File: src/rtl/counter_ctrl_pkg.sv
// Shared definitions for the counter sequencer: default sizing and FSM state encodings.
package counter_ctrl_pkg;

    localparam int unsigned DEF_NREQ  = 4;
    localparam int unsigned DEF_WIDTH = 4;

    typedef logic [1:0] ctrl_state_t;

    localparam ctrl_state_t ST_IDLE  = 2'd0;
    localparam ctrl_state_t ST_LOAD  = 2'd1;
    localparam ctrl_state_t ST_COUNT = 2'd2;
    localparam ctrl_state_t ST_DONE  = 2'd3;

endpackage

File: src/rtl/rr_arbiter.sv
// Combinational round-robin pick: first set request at or after the pointer, wrapping.
module rr_arbiter #(
    parameter int unsigned NREQ = 4,
    parameter int unsigned IDXW = 2
) (
    input  logic [NREQ-1:0] req_i,
    input  logic [IDXW-1:0] ptr_i,
    output logic [NREQ-1:0] win_oh_o,
    output logic [IDXW-1:0] win_idx_o,
    output logic            valid_o
);

    logic [IDXW-1:0] cand;

    always_comb begin
        win_idx_o = '0;
        valid_o   = 1'b0;
        cand      = '0;
        for (int unsigned off = 0; off < NREQ; off++) begin
            cand = IDXW'((32'(ptr_i) + off) % NREQ);
            if (!valid_o && req_i[cand]) begin
                valid_o   = 1'b1;
                win_idx_o = cand;
            end
        end
        win_oh_o = valid_o ? (NREQ'(1) << win_idx_o) : '0;
    end

endmodule

File: src/rtl/shared_counter_arbiter.sv
// Sequencer that arbitrates one shared down-counter among NREQ timed-delay requesters.
module shared_counter_arbiter
    import counter_ctrl_pkg::*;
#(
    parameter int unsigned NREQ  = DEF_NREQ,
    parameter int unsigned WIDTH = DEF_WIDTH
) (
    input  logic                  clk,
    input  logic                  rst,
    input  logic [NREQ-1:0]       req,
    input  logic [NREQ*WIDTH-1:0] len,
    output logic [NREQ-1:0]       grant,
    output logic                  busy,
    output logic [WIDTH-1:0]      cnt,
    output logic [NREQ-1:0]       done
);

    localparam int unsigned IDXW = (NREQ > 1) ? $clog2(NREQ) : 1;

    ctrl_state_t     state_q, state_d;
    logic [NREQ-1:0] grant_q, grant_d;
    logic [NREQ-1:0] done_q,  done_d;
    logic            busy_q,  busy_d;
    logic [WIDTH-1:0] cnt_q,  cnt_d;
    logic [IDXW-1:0] ptr_q,   ptr_d;
    logic [IDXW-1:0] owner_q, owner_d;

    logic [NREQ-1:0] arb_oh;
    logic [IDXW-1:0] arb_idx;
    logic            arb_valid;
    logic [WIDTH-1:0] len_sel;
    logic            owner_req;
    logic            release_c;

    rr_arbiter #(
        .NREQ (NREQ),
        .IDXW (IDXW)
    ) u_rr (
        .req_i     (req),
        .ptr_i     (ptr_q),
        .win_oh_o  (arb_oh),
        .win_idx_o (arb_idx),
        .valid_o   (arb_valid)
    );

    always_comb begin
        len_sel = '0;
        for (int unsigned i = 0; i < NREQ; i++) begin
            if (owner_q == IDXW'(i)) begin
                len_sel = len[i*WIDTH +: WIDTH];
            end
        end
    end

    assign owner_req = req[owner_q];

    // Abort and normal completion share one release path: drop ownership, advance past the owner.
    always_comb begin
        state_d   = state_q;
        grant_d   = grant_q;
        busy_d    = busy_q;
        cnt_d     = cnt_q;
        ptr_d     = ptr_q;
        owner_d   = owner_q;
        done_d    = '0;
        release_c = 1'b0;
        case (state_q)
            ST_IDLE: begin
                if (arb_valid) begin
                    grant_d = arb_oh;
                    owner_d = arb_idx;
                    busy_d  = 1'b1;
                    state_d = ST_LOAD;
                end
            end
            ST_LOAD: begin
                if (!owner_req) begin
                    release_c = 1'b1;
                end else begin
                    cnt_d = len_sel;
                    if (len_sel == '0) begin
                        state_d = ST_DONE;
                        done_d  = grant_q;
                    end else begin
                        state_d = ST_COUNT;
                    end
                end
            end
            ST_COUNT: begin
                if (!owner_req) begin
                    release_c = 1'b1;
                end else begin
                    if (cnt_q != '0) begin
                        cnt_d = cnt_q - WIDTH'(1);
                    end
                    if (cnt_q <= WIDTH'(1)) begin
                        state_d = ST_DONE;
                        done_d  = grant_q;
                    end
                end
            end
            ST_DONE: begin
                release_c = 1'b1;
            end
            default: begin
                state_d = ST_IDLE;
            end
        endcase
        if (release_c) begin
            state_d = ST_IDLE;
            grant_d = '0;
            busy_d  = 1'b0;
            ptr_d   = (owner_q == IDXW'(NREQ - 1)) ? '0 : owner_q + IDXW'(1);
        end
    end

    always_ff @(posedge clk or negedge rst) begin
        if (!rst) begin
            state_q <= ST_IDLE;
            grant_q <= '0;
            done_q  <= '0;
            busy_q  <= 1'b0;
            cnt_q   <= '0;
            ptr_q   <= '0;
            owner_q <= '0;
        end else begin
            state_q <= state_d;
            grant_q <= grant_d;
            done_q  <= done_d;
            busy_q  <= busy_d;
            cnt_q   <= cnt_d;
            ptr_q   <= ptr_d;
            owner_q <= owner_d;
        end
    end

    assign grant = grant_q;
    assign busy  = busy_q;
    assign cnt   = cnt_q;
    assign done  = done_q;

endmodule

File: config.mk
export PLATFORM = sky130hd
export DESIGN_NAME = shared_counter_arbiter
export DESIGN_NICKNAME = d
export VERILOG_FILES = /design/src/rtl/counter_ctrl_pkg.sv /design/src/rtl/rr_arbiter.sv /design/src/rtl/shared_counter_arbiter.sv
export SDC_FILE = /design/constraint.sdc
export NUM_CORES = 1
export LEC_CHECK = 0
export CAP_MARGIN = 5
export CORE_MARGIN = 4
export CORE_UTILIZATION = 43
export DETAILED_ROUTE_END_ITERATION = 12
export GPL_TIMING_DRIVEN = 0
export PLACE_DENSITY = 0.85
export SLEW_MARGIN = 15
export SYNTH_ARGS = -nofsm -noshare
export SYNTH_HDL_FRONTEND = slang
export SYNTH_SLANG_ARGS = --single-unit
File: constraint.sdc
create_clock -name clk -period 1.9 [get_ports clk]
set_clock_uncertainty 0.2 [all_clocks]
set_input_delay 0.285 -clock clk [delete_from_list [all_inputs] [get_ports clk]]
set_output_delay 0.285 -clock clk [all_outputs]
set_load 0.03 [all_outputs]
==> qor.yml <==
setup_path:
  worst_r2r_startpoint: "owner_q[0]"
  crit_start: "req[0]"
  cp-endpoint: "state_q[1]"
  start_kind: "primary input"
  cp.arrival_ns: 2.24
  r2r_cells: 6
  required_ns: 1.96
  cp-end-kind: "flip-flop"
  worstSetupPathType: "primary input to flip-flop"
  reg2reg_to: "ptr_q[1]"
  path_max_fanout: 5
  r2r_slack_ns: -0.27
detailed_routing:
  drt-wirelength-per-cell_um: 17.3
  viasPerCell: 5.91
  totalWireLength_um: 3760
  drcViolationCount: 0
  antenna_left: 0
  drt-pass1-iter-count: 5
  drt_iter0_markers: 97
  via_count: 1283
logic_synthesis:
  synth.avg_cell_area_sq_um: 9.40
  synthFlopType: "dfrtp_1"
  netlist_instances: 139
  synth_top_family_by_area: "compound AO/OA/AOI/OAI gates"
  synthAdderAreaFrac_pct: 10.5
  synth_cell_type_count: 43
  synth_nets: 172
  synth_edf_count: 0
  synth_top_area_share_pct: 36.4
  synth_xor_area_share_pct: 0
  synth-simple-area-share_pct: 18.1
  ys_ff_latch: 19
  muxShareOfSynthArea_pct: 2.59
  yosys_warnings: 0
  async_flop_share_pct: 100
  seq_area_frac_synth_pct: 36.4
  synth-compound-area-share_pct: 27.4
  yosysTopAreaCell: "dfrtp_1"
  synth_area_leaders: "dfrtp_1 36%, ha_1 11%, nand2_1 4.3%"
  synth_area_sq_um: 1310
floorplanning:
  core.rowCount: 19
  die_h_um: 63.1
  die_area_sq_um: 3980
  coreArea_sq_um: 2830
  ios: 35
  die_w_um: 63.1
  start_util_pct: 46.2
sta:
  setup-violations-final: 17
  post-route-min-period_ns: 2.18
  worst_pin_slew_ns: 0.895
  setup_ws_ns: -0.280
  tns_ns: -3.19
  max_slew_margin_pct: 40.1
  finalHoldViolCount: 0
  post-route-period-util_pct: 115
  drv_slew: 0
  max_freq_mhz: 459
  rsz0062_at_grt: "true"
clock_tree:
  cts_hold_buf: 0
  clock_latency_ns: 0.31
  cts_htree_levels: 1
  clk_pin_slew_ns: 0.12
  cts_root_buf: "clkbuf_4"
  clock-sinks: 19
  cts_tree: "done"
  cts_buffers: 3
  clock_path_buffers: 2
hold_path:
  hold_class: "primary input to async pin"
pwr:
  leakagePower_nw: 0.872
  p_total_mw: 3.28
  powerDensity_nw_per_um2: 1720
  peakVddDrop_mv: 1.00
grt:
  overflow: 0
  grt_pass1_wl_um: 5790
  grt_max_degree: 20
  grt_usage_pct: 17.7
  grt_antenna_before_repair: 0
  grt_pass1_vias: 1353
run:
  maxCapViolCount: 0
finish:
  antennaDiodeCount: 0
  syn_to_final_growth_pct: 45.9
  regArea_sq_um: 478
  multi_input_area_sq_um: 863
  final_common_cell: "clkdlybuf4s50_1"
  nets: 220
  mostFrequentLayoutCells: "23 x clkdlybuf4s50_1, 17 x dfrtp_1, 15 x nand2_1"
  fill_cells: 222
  drive_gt1_share_pct: 23.1
outcome:
  violations: "setup timing"
  outcome: "complete, but fails checks"
placed_design:
  numPortBuffers: 34
  routabilityCongestion: 0.853
  hpwl_um: 2510
critical path: stages:
cell and delay (ns):
clkdlybuf4s50_1 0.50, o41ai_2 0.69, o21ai_0 0.29, o41ai_2 0.14, o21bai_4 0.20, a22o_1 0.14
sequential cells by signal, summed over array words and instances, names as in the netlist:
name,flops
state_q,2
grant,4
owner_q,2
cnt,4
ptr_q,2
busy,1
done,4
Yosys cell counts (all sizes together) (2+ instances only):
master / number
nand3: 6
and2b: 3
a31oi: 2
o21bai: 2
inv: 11
dfrtp: 19
o32ai: 4
nor3b: 6
a21oi: 5
nor2: 6
buf: 2
o211ai: 4
nor3: 2
a21o: 2
ha: 11
nand3b: 2
o41ai: 2
a211oi: 2
o22ai: 4
o21ai: 10
a22o: 2
nand2: 15
clkbuf: 2
nand2b: 2
through the flow:
step	util, %	hold slack [ns]	cell area [sq um]	cells	worst slack [ns]
5_1_grt	67.4	0.313	1910	217	-0.349
6_report	67.4	0.256	1910	217	-0.280
2_1_floorplan	-	-0.211	1320	139	-0.101
4_1_cts	63.2	0.285	1790	212	-0.194
3_5_place_dp	60.2	0.353	1700	204	-0.554
3_3_place_gp	60.2	0.343	1700	204	-0.542
metal layers:
metal / global-route usage (%) / part of all wire (%) / up-vias
met5: 0 / 0 / -
met4: 4.41 / 1.1 / 0
met3: 3.91 / 5.0 / 6
met2: 31.0 / 54 / 45
met1: 21.9 / 39 / 623
li1: - / - / 609
worst min path at each step:
stage | from | endpoint | slack, ns
4_1_cts | rst | owner_q[1] | 0.28
2_1_floorplan | rst | busy | -0.21
3_3_place_gp | busy | busy | 0.34
6_report | rst | cnt[1] | 0.26
5_1_grt | rst | done[3] | 0.31
3_5_place_dp | busy | busy | 0.35
where the power goes:
| group | switching, mW | internal, mW | leakage, nW |
|---|---|---|---|
| Sequential | 0.166 | 0.568 | 0.237 |
| Clock | 0.149 | 0.0805 | 0.0139 |
| Combinational | 1.24 | 1.08 | 0.620 |
| Total | 1.55 | 1.73 | 0.872 |
logic make-up (layout without fill, tap and decap cells):
kind of cell               count (synthesis)  in the layout
AOI/OAI and AO/OA                         47             47
and+or+nand+nor                           45             45
DFF                                       19             19
buffers and inverters                     15             62
adders and majority gates                 11             11
muxes                                      2              2
what timing repair did:
item | in CTS | in global routing
buffers inserted | 5 | 5
setup endpoints to repair | 21 | 23
endpoints found under the hold margin | 0 | 0
resized for setup | 14 | 21
pin swaps | 0 | 5
cell type report:
| class | instances | share of cell area (%) |
|---|---|---|
| multi-input combinational | 105 | 45.3 |
| sequential | 19 | 25.1 |
| timing repair buffer | 44 | 22.3 |
| inverter | 11 | 2.17 |
| tap | 31 | 2.04 |
| buffer | 3 | 1.58 |
| clock buffer | 3 | 1.18 |
| clock inverter | 1 | 0.394 |
No activity file was read; power rests on OpenSTA's default activity.
==> RTL edit, RTL diff (config.mk and constraints unchanged) <==
Make the reset (`rst`) synchronous in one clocked block.
--- a/src/rtl/shared_counter_arbiter.sv
+++ b/src/rtl/shared_counter_arbiter.sv
@@ -116,3 +116,3 @@
 
-    always_ff @(posedge clk or negedge rst) begin
+    always_ff @(posedge clk) begin
         if (!rst) begin
Formal check against the unedited RTL: differs if rst is asserted again (counterexample within 4 cycles, from zero or initial values and one cycle with rst low); with rst held inactive, the same outputs for 10 cycles.
==> RTL edit against the unedited design <==
  * The flow still finishes with violations (negative setup slack)
  * Clock power down 6%
  * Final area grew 0.72%
  * Setup slack gained 0.26 ns
  * Sequential cell count unchanged
  * Fmax rose by 13%
  * Non-clock buffer count decreased by 5
  * Total power is 27% lower
  * Synthesized area down 2.0%
  * Count of clock-buffer cells in the layout is the same
  * Wire length decreased by 6.6%
==> RTL edit: results (changes against the unedited design) <==
[route]
routed_wirelength_um=3510  ; was 3760 um
initialDrtViolationCount=20  ; was 97
first_pass_iters=4  ; was 5

[outcome]
violations=negative setup slack  ; unchanged
outcome=finished, violations left  ; unchanged

[synth]
synthTopCellsByArea=sky130_fd_sc_hd__dfxtp_1 30%, sky130_fd_sc_hd__ha_1 11%, sky130_fd_sc_hd__inv_1 4.4%  ; was sky130_fd_sc_hd__dfrtp_1 36%, sky130_fd_sc_hd__ha_1 11%, sky130_fd_sc_hd__nand2_1 4.3%
postSynth.asyncResetShare_pct=0  ; was 100%
synth_seq_area_share_pct=29.7  ; was 36.4%
synth.mux.area_fraction_pct=3.32  ; was 2.59%
synth.lib_cells_used.distinct=50  ; was 43
synth-adder-area-share_pct=10.8  ; was 10.5%
synth.cells.most_frequent=19 x sky130_fd_sc_hd__dfxtp_1, 15 x sky130_fd_sc_hd__inv_1, 11 x sky130_fd_sc_hd__ha_1  ; was 19 x sky130_fd_sc_hd__dfrtp_1, 15 x sky130_fd_sc_hd__nand2_1, 11 x sky130_fd_sc_hd__ha_1, 11 x sky130_fd_sc_hd__inv_1, 10 x sky130_fd_sc_hd__o21ai_0

[grt]
grt_util_all_layers_pct=18.4  ; was 17.7%
via_count_of_the_first_global_routing_pass=1261  ; was 1353
maximum_number_of_pins_on_one_net_before_global_route_repair=12  ; was 20

[die]
die_w_um=62.6  ; was 63.1 um

[layout]
finish.cell_count_without_fillers=213  ; was 217
nonClockInverterCount=15  ; was 11
drive_above_1_share_pct=30.2  ; was 23.1%
num-multi-input-gates=102  ; was 105
synthToLayoutAreaGrowth_pct=50.0  ; was 45.9%
buffer_area_share_pct=21.0  ; was 23.8%
clock_cell_area_share_pct=1.43  ; was 1.58%
buffers_excl_clock=42  ; was 47

[place]
port_buffers=33  ; was 34
weighted_congestion_at_the_end_of_routability_driven_global_placement=0.888  ; was 0.853
place.detailed.hpwl_um=2610  ; was 2510 um
dp.cells=203  ; was 204

[critical_path]
timing.reg2reg.setup_slack_ns=-0.02  ; was -0.27 ns
worst_path_max_delay_cell=sky130_fd_sc_hd__mux4_2  ; was sky130_fd_sc_hd__o41ai_2
worst-r2r-cell-count=5  ; was 6
critical_path.reg2reg.startpoint=owner_q[0]$_SDFFE_PN0P_  ; was owner_q[0]$_DFFE_PN0P_
worst_setup_path_endpoint=done[2]$_SDFF_PN0_  ; was state_q[1]$_DFFE_PN0P_
critPathMaxStageDelay_ns=0.62  ; was 0.69 ns
timing.critical_path.max_delay_family=multiplexers  ; was compound AO/OA/AOI/OAI gates

[sta]
worst_hold_slack_ns=0.141  ; was 0.256 ns
finalWorstSetupSlack_ns=-0.0208  ; was -0.280 ns
tightestPinTransition_ns=0.403  ; was 0.895 ns
timing.final.setup_violations=3  ; was 17

[power]
irDropWorstVdd_mv=0.653  ; was 1.00 mV

[RTL edit: changes by cell type in the layout (fill, tap and decap cells not counted), sizes merged, moves of 6 or more]
| cell | before | now |
|---|---|---|
| nand3 | 6 | 0 |
| dfrtp | 19 | 0 |
| nand2 | 15 | 6 |
| dfxtp | 0 | 19 |
[RTL edit: metal layers]
layer	track usage, %	vias up	routed length, um
met4	6.89	0	74
met5	0	-	0
li1	-	598	-
met2	33.6	34	1770
met1	21.0	589	1510
met3	3.60	10	150
[RTL edit: per-stage QoR]
stage / setup slack (ns) / total power [uW]
after detailed placement: -0.447 / 1900
after global routing: -0.0944 / 2580
after global placement: -0.435 / 1840
after floorplan: -0.0152 / 1540
final: -0.0208 / 2400
after CTS: -0.0107 / 2340
[RTL edit: kinds of logic after synthesis]
group | count (synthesis)
and+or+nand+nor | 43
muxes | 3
AOI/OAI and AO/OA | 45
adders and majority gates | 11
DFF | 19
buffers and inverters | 18
[RTL edit: worst min path at each step]
stage	startpoint	end	depth (start not counted)
2_1_floorplan	owner_q[1]$_SDFFE_PN0P_	owner_q[1]$_SDFFE_PN0P_	2
3_3_place_gp	busy$_SDFFE_PP0P_	busy$_SDFFE_PP0P_	2
3_5_place_dp	busy$_SDFFE_PP0P_	busy$_SDFFE_PP0P_	2
4_1_cts	rst	cnt[1]$_SDFFE_PN0P_	2
5_1_grt	rst	cnt[1]$_SDFFE_PN0P_	2
6_report	rst	cnt[1]$_SDFFE_PN0P_	2
[RTL edit: power by group]
group          total, uW  switching [uW]  internal, uW  leakage [uW]
Clock                216             137          78.8     0.0000177
Sequential           614             113           501      0.000158
Combinational       1570             833           742      0.000614
Total               2400            1080          1320      0.000790
[RTL edit: repair_timing]
item,CTS,global route
buffers inserted,6,0
endpoints found under the setup margin,15,17
pin swaps,12,14
gates resized for setup,35,19
